==> config.mk <==
export PLATFORM = sky130hd
export DESIGN_NAME = status_reg
export DESIGN_NICKNAME = d
export VERILOG_FILES = /design/src/rtl/status_reg_pkg.sv /design/src/rtl/status_reg_int_sync.sv /design/src/rtl/status_reg.sv
export SDC_FILE = /design/constraint.sdc
export NUM_CORES = 1
export LEC_CHECK = 0
export ABC_AREA = 1
export CORE_MARGIN = 5
export CORE_UTILIZATION = 37
export DETAILED_ROUTE_END_ITERATION = 7
export GPL_ROUTABILITY_DRIVEN = 0
export PLACE_DENSITY = 0.84
export SETUP_SLACK_MARGIN = 0.2
export SLEW_MARGIN = 30
export SYNTH_ARGS = -nofsm -noshare
export SYNTH_HDL_FRONTEND = slang
export SYNTH_SLANG_ARGS = --single-unit
export TNS_END_PERCENT = 20
==> constraint.sdc <==
create_clock -name clk -period 2.3 [get_ports clk]
set_input_delay 0.575 -clock clk [delete_from_list [all_inputs] [get_ports clk]]
set_output_delay 0.575 -clock clk [all_outputs]
set_load 0.01 [all_outputs]
==> src/rtl/status_reg_pkg.sv <==
// ============================================================================
// status_reg_pkg : shared flag indices, flag command codes, reset P value
// Revision 1.0
// ============================================================================
`default_nettype none

package status_reg_pkg;

  localparam int FLAG_N = 7;
  localparam int FLAG_V = 6;
  localparam int FLAG_U = 5;
  localparam int FLAG_B = 4;
  localparam int FLAG_D = 3;
  localparam int FLAG_I = 2;
  localparam int FLAG_Z = 1;
  localparam int FLAG_C = 0;

  localparam logic [7:0] RESET_P_DEFAULT = 8'h34;

  typedef enum logic [3:0] {
    FLG_NONE = 4'd0,
    FLG_CLC  = 4'd1,
    FLG_SEC  = 4'd2,
    FLG_CLI  = 4'd3,
    FLG_SEI  = 4'd4,
    FLG_CLV  = 4'd5,
    FLG_CLD  = 4'd6,
    FLG_SED  = 4'd7,
    FLG_PLP  = 4'd8,
    FLG_BIT  = 4'd9
  } flag_op_e;

endpackage

`default_nettype wire

==> src/rtl/status_reg_int_sync.sv <==
// ============================================================================
// status_reg_int_sync : nmi_n/irq_n synchronizer and NMI falling-edge latch
// Revision 1.0
// ============================================================================
`default_nettype none

module status_reg_int_sync #(
  parameter int unsigned NMI_SYNC = 1
) (
  input  logic clk,
  input  logic rst,
  input  logic nmi_n_i,
  input  logic irq_n_i,
  input  logic int_ack_i,
  output logic nmi_pending_o,
  output logic irq_s_o
);

  logic nmi_s;
  logic nmi_prev_q;
  logic nmi_latch_q, nmi_latch_d;

  if (NMI_SYNC != 0) begin : g_sync
    logic nmi_meta_q;
    logic irq_meta_q;
    always_ff @(posedge clk) begin
      if (rst) begin
        nmi_meta_q <= 1'b1;
        irq_meta_q <= 1'b1;
      end else begin
        nmi_meta_q <= nmi_n_i;
        irq_meta_q <= irq_n_i;
      end
    end
    assign nmi_s   = nmi_meta_q;
    assign irq_s_o = irq_meta_q;
  end else begin : g_direct
    assign nmi_s   = nmi_n_i;
    assign irq_s_o = irq_n_i;
  end

  // A fresh edge wins over a simultaneous acknowledge so no NMI is lost.
  always_comb begin
    nmi_latch_d = nmi_latch_q;
    if (int_ack_i && nmi_latch_q) nmi_latch_d = 1'b0;
    if (nmi_prev_q && !nmi_s)     nmi_latch_d = 1'b1;
  end

  always_ff @(posedge clk) begin
    if (rst) begin
      nmi_prev_q  <= 1'b1;
      nmi_latch_q <= 1'b0;
    end else begin
      nmi_prev_q  <= nmi_s;
      nmi_latch_q <= nmi_latch_d;
    end
  end

  assign nmi_pending_o = nmi_latch_q;

endmodule

`default_nettype wire

==> src/rtl/status_reg.sv <==
// ============================================================================
// status_reg : 6502 P register with flag update muxing and IRQ/NMI qualification
// Revision 1.0
// ============================================================================
`default_nettype none

module status_reg
  import status_reg_pkg::*;
#(
  parameter logic [7:0]  RESET_P  = RESET_P_DEFAULT,
  parameter int unsigned NMI_SYNC = 1
) (
  input  logic       clk,
  input  logic       rst,
  input  logic [7:0] alu_out,
  input  logic       alu_c,
  input  logic       alu_v,
  input  logic       upd_nz,
  input  logic       upd_c,
  input  logic       upd_v,
  input  logic [3:0] flag_op,
  input  logic [7:0] data_in,
  input  logic       sync,
  input  logic       push_brk,
  input  logic       int_ack,
  input  logic       nmi_n,
  input  logic       irq_n,
  output logic [7:0] p,
  output logic [7:0] p_push,
  output logic       nmi_pending,
  output logic       irq_pending
);

  logic n_q, v_q, d_q, i_q, z_q, c_q;
  logic n_d, v_d, d_d, i_d, z_d, c_d;
  logic i_sync_q, i_sync_d;
  logic irq_pending_q;
  logic irq_s;
  logic alu_zero;
  logic unused_bits;

  assign alu_zero    = (alu_out == 8'h00);
  assign unused_bits = ^data_in[FLAG_U:FLAG_B];

  // Assignments run lowest priority first so later ones override.
  always_comb begin
    n_d = n_q;
    v_d = v_q;
    d_d = d_q;
    i_d = i_q;
    z_d = z_q;
    c_d = c_q;
    if (upd_nz) begin
      n_d = alu_out[7];
      z_d = alu_zero;
    end
    if (upd_c)   c_d = alu_c;
    if (upd_v)   v_d = alu_v;
    if (int_ack) i_d = 1'b1;
    case (flag_op)
      FLG_CLC: c_d = 1'b0;
      FLG_SEC: c_d = 1'b1;
      FLG_CLI: i_d = 1'b0;
      FLG_SEI: i_d = 1'b1;
      FLG_CLV: v_d = 1'b0;
      FLG_CLD: d_d = 1'b0;
      FLG_SED: d_d = 1'b1;
      FLG_PLP: begin
        n_d = data_in[FLAG_N];
        v_d = data_in[FLAG_V];
        d_d = data_in[FLAG_D];
        i_d = data_in[FLAG_I];
        z_d = data_in[FLAG_Z];
        c_d = data_in[FLAG_C];
      end
      FLG_BIT: begin
        n_d = data_in[FLAG_N];
        v_d = data_in[FLAG_V];
        z_d = alu_zero;
      end
      default: ;
    endcase
  end

  // The IRQ mask copy follows I only at instruction boundaries.
  assign i_sync_d = sync ? i_q : i_sync_q;

  always_ff @(posedge clk) begin
    if (rst) begin
      n_q           <= RESET_P[FLAG_N];
      v_q           <= RESET_P[FLAG_V];
      d_q           <= RESET_P[FLAG_D];
      i_q           <= RESET_P[FLAG_I];
      z_q           <= RESET_P[FLAG_Z];
      c_q           <= RESET_P[FLAG_C];
      i_sync_q      <= 1'b1;
      irq_pending_q <= 1'b0;
    end else begin
      n_q           <= n_d;
      v_q           <= v_d;
      d_q           <= d_d;
      i_q           <= i_d;
      z_q           <= z_d;
      c_q           <= c_d;
      i_sync_q      <= i_sync_d;
      irq_pending_q <= !irq_s && !i_sync_q;
    end
  end

  status_reg_int_sync #(
    .NMI_SYNC(NMI_SYNC)
  ) u_int_sync (
    .clk          (clk),
    .rst          (rst),
    .nmi_n_i      (nmi_n),
    .irq_n_i      (irq_n),
    .int_ack_i    (int_ack),
    .nmi_pending_o(nmi_pending),
    .irq_s_o      (irq_s)
  );

  assign p           = {n_q, v_q, 1'b1, 1'b1,     d_q, i_q, z_q, c_q};
  assign p_push      = {n_q, v_q, 1'b1, push_brk, d_q, i_q, z_q, c_q};
  assign irq_pending = irq_pending_q;

endmodule

`default_nettype wire

=== Word level (Yosys, flattened, before mapping) ===
Index checks and enable logic that the tools add are counted.

* Bits of input ports: 32
* Register bits after elaboration: 12
* Output and inout port bits: 18
* Logic and storage cells: 49

* Muxes and demuxes: 13
* Equal/unequal tests: 9
* Reductions and logical operators: 15

{| class="wikitable"
|+ Operators by type and width
! kind !! number
|-
| $eq A4 B3 Y1 const B || 4
|-
| $pmux W1 S3 || 3
|-
| $reduce_bool A3 Y1 || 3
|-
| $eq A4 B2 Y1 const B || 2
|-
| $eq A4 B4 Y1 const B || 2
|-
| $logic_not A8 Y1 || 1
|-
| $mux W1 || 8
|-
| $reduce_bool A4 Y1 || 2
|-
| $eq A4 B1 Y1 const B || 1
|-
| $pmux W1 S2 || 2
|-
| $reduce_bool A2 Y1 || 2
|-
| $logic_and A1 B1 Y1 || 3
|-
| $logic_not A1 Y1 || 3
|-
| $reduce_or A2 Y1 || 1
|}

=== Depth between registers and ports, before layout ===
* Word-level depth: 3
* Mapped depth: 7
* Mapped depth without buffers: 7

=== Hierarchy ===
A second synthesis with hierarchy kept.

* Cells, all modules: 103
* Area total of the unflattened synthesis: 730.7 um^2

{| class="wikitable"
|+ By module, submodules not included
! module !! sequential area each (um^2) !! area each (um^2) !! times used !! cells each
|-
| status_reg || 160.2 || 608.1 || 1 || 90
|-
| status_reg_int_sync || 80.1 || 122.6 || 1 || 13
|}

=== Worst setup path before layout ===
Ideal clock, no wire load.

* Path kind: input to output
* Start point: in push_brk
* End point: out p_push[4]
* Arrival time: 0.694 ns
* Stages on the path: 1
* Slack: 1.031 ns
* Required time: 1.725 ns
* Buffers on the path: 1
* Cells stage by stage: buf_4

{| class="wikitable"
|+ RTL lines
! what !! RTL line !! source
|-
| start: declaration || status_reg.sv:24 || <nowiki>input logic push_brk,</nowiki>
|-
| end: declaration || status_reg.sv:29 || <nowiki>output logic [7:0] p_push,</nowiki>
|}

No word-level cell between the ends.

=== Worst setup path in the final report ===
* Start point: reg i_q
* End point: out p[2]

{| class="wikitable"
|+ RTL lines
! what !! RTL line !! source
|-
| start: declaration || status_reg.sv:34 || <nowiki>logic n_q, v_q, d_q, i_q, z_q, c_q;</nowiki>
|-
| start signal: assignment || status_reg.sv:93 || <nowiki>i_q <= RESET_P[FLAG_I];</nowiki>
|-
| start signal: assignment || status_reg.sv:102 || <nowiki>i_q <= i_d;</nowiki>
|-
| end: declaration || status_reg.sv:28 || <nowiki>output logic [7:0] p,</nowiki>
|}

No word-level cell between the ends.

==> metrics.md <==
| Metric | Value |
|---|---|
| Metal3 WL | `158 um` |
| Slowest stage delay, CP | `560 ps` |
| Vias per cell | `4.52` |
| Netlist cell types | `21` |
| Share of post-route cells with drive strength above 1 | `14.5%` |
| Syn Inst Count | `100` |
| Worst r2r src | `v_q` |
| CTS tree | `built` |
| DRC | `0` |
| Pwr Density | `469 mW/mm2` |
| Setup_tns | `0 ps` |
| Crit path cell chain | `clkdlybuf4s50_1` |
| Sequential fraction of the synthesis area | `33.3%` |
| N_diodes | `0` |
| Bufs on Longest Clock Path | `2` |
| Tot Pwr | `0.514 mW` |
| Status | `completed` |
| Hold Path Origin | `u_int_sync.irq_s_o` |
| Min Clock Period, post-route | `1770 ps` |
| IO buf count | `42` |
| I/O pins | `50` |
| Clk_skew | `0.439 ps` |
| Grt ovf | `0` |
| CP Capture Type | `output pin` |
| Final wirelength | `1630 um` |
| Final hold vios | `0` |
| Vias in the first global route | `677` |
| Routed Antenna Nets | `0` |
| Worst skew pair latency | `260 ps` |
| Hold Crit Class | `reg2reg` |
| Root Driver | `clkbuf_4` |
| Clock Pin Slew Worst Setup and Hold Paths | `70 ps` |
| WS Path Type | `reg2out` |
| Max IR drop VDD | `0.190 mV` |
| Wirelength per Cell | `10.3 um` |
| Initial DRC Count | `4` |
| CP required | `1730 ps` |
| Largest net degree at the start of global routing | `12` |
| Final Max Slew Viols | `0` |
| Total GRT Usage | `11.8%` |
| Via count | `714` |
| Post-CTS Resized | `0` |
| Area delta synth->final | `51.6%` |
| Highest Signal Layer | `met4` |
| CTS Buf Count | `3` |
| Starting Density | `38.0%` |
| Die Ht | `54.2 um` |
| Leakage | `0.447 nW` |
| Pre-Repair DR Iteration Count | `3` |
| R2R Setup Slk | `1460 ps` |
| Fmax | `566 MHz` |
| Number of H-tree levels | `1` |
| Post-CTS Setup Bufs | `0` |
| Synth warn | `0` |
| Clock Sinks | `12` |
| First-pass GRT wire length | `2530 um` |
| Critical Path Stages | `1` |
| Post-synthesis average cell area | `7.22 um2` |
| CP Max Fanout | `4` |
| Worst Path Arrival | `1190 ps` |
| Metal1 wirelength | `636 um` |
| Core Area | `0.00190 mm2` |
| CTS Hold Bufs | `0` |
| Final nets | `164` |
| Commonest non-fill, non-tap cell in the layout | `clkdlybuf4s50_1` |
| Delay-heaviest family, CP | `buffers and inverters` |
| Max_cap viols | `0` |
| Mapped Area | `722 um2` |
| Commonest non-fill, non-tap cells in the layout | `clkdlybuf4s50_1 (42), nand3_1 (14), nand2_1 (13)` |
| Setup crit start | `i_q` |
| FP Rows | `16` |
| R2R Path End | `v_q` |
| CP Launch Type | `flop` |
| Die X | `54.2 um` |
| Met2 wire length | `800 um` |
| RSZ-0062 raised after global routing | `no` |
| Slowest CP cell | `clkdlybuf4s50_1` |
| Crit path buf inv count | `1` |
| Die Footprint | `0.00293 mm2` |
| Setup violations, final | `0` |
| R2R cell count | `4` |
| Synth Register Bits | `12` |
| Final period util | `76.8%` |
| Initial antenna violation count | `0` |
| Detailed Place HPWL | `1410 um` |
| Crit path capture | `p[2]` |
-- per-layer routing --
metal  global-route usage [%]  vias up
li1                         -      363
met3                     3.32        4
met5                        0        -
met4                     7.47        0
met2                     21.5       30
met1                     11.4      317
-- registers in the layout, indices dropped and copies added, names as in the netlist --
name / flops
u_int_sync.nmi_prev_q: 1
d_q: 1
z_q: 1
c_q: 1
v_q: 1
i_sync_q: 1
i_q: 1
u_int_sync.g_sync.nmi_meta_q: 1
u_int_sync.nmi_pending_o: 1
irq_pending: 1
n_q: 1
u_int_sync.irq_s_o: 1
-- per-stage QoR --
step | worst slack [ps] | utilization [%] | hold WS [ps] | area (um2) | instances
finish | 534 | 57.6 | 391 | 1090 | 158
global placement | 512 | 55.7 | 380 | 1060 | 154
global route | 482 | 57.6 | 411 | 1090 | 158
floorplan | 1030 | - | 373 | 729 | 102
CTS | 527 | 57.6 | 395 | 1090 | 158
detailed placement | 480 | 55.7 | 385 | 1060 | 154
-- worst min-delay path by stage --
| stage | depth (start not counted) | endpoint | slack (ps) |
|---|---|---|---|
| CTS | 1 | irq_pending | 400 |
| global route | 1 | irq_pending | 410 |
| finish | 1 | irq_pending | 390 |
| detailed placement | 1 | irq_pending | 380 |
| floorplan | 1 | irq_pending | 370 |
| global placement | 1 | irq_pending | 380 |
-- where the power goes --
group / leakage [nW] / switching [mW] / internal, mW / total, mW
registers: 0.0987 / 0.00542 / 0.218 / 0.223
logic: 0.327 / 0.0491 / 0.0762 / 0.125
clock network: 0.0210 / 0.0688 / 0.0961 / 0.165
-- cell usage after synthesis, drive strengths merged --
master,number,share of area (%)
nor2,10,7.6
nand3,16,12
inv,13,6.8
nor3,1,0.69
nand3b,1,1.0
buf,17,17
conb,1,0.52
dfxtp,12,33
o21ai,5,4.0
a21oi,3,2.6
nand2,15,8.5
a31oi,3,2.6
or2,3,2.6
-- kinds of logic after synthesis --
family	after synthesis	synth area share, %
AOI/OAI and AO/OA	11	9.19
buffers and inverters	30	24.1
DFF	12	33.3
other	1	0.519
and+or+nand+nor	46	32.9
-- area by class of cell --
class,count,area (um2)
fillers,188,807
clock buffers,4,36.3
inverters,13,48.8
repair buffers,42,420
well taps,27,33.8
flip-flops and latches,12,240
multi-input cells,60,315
No activity file was read; power rests on OpenSTA's default activity.
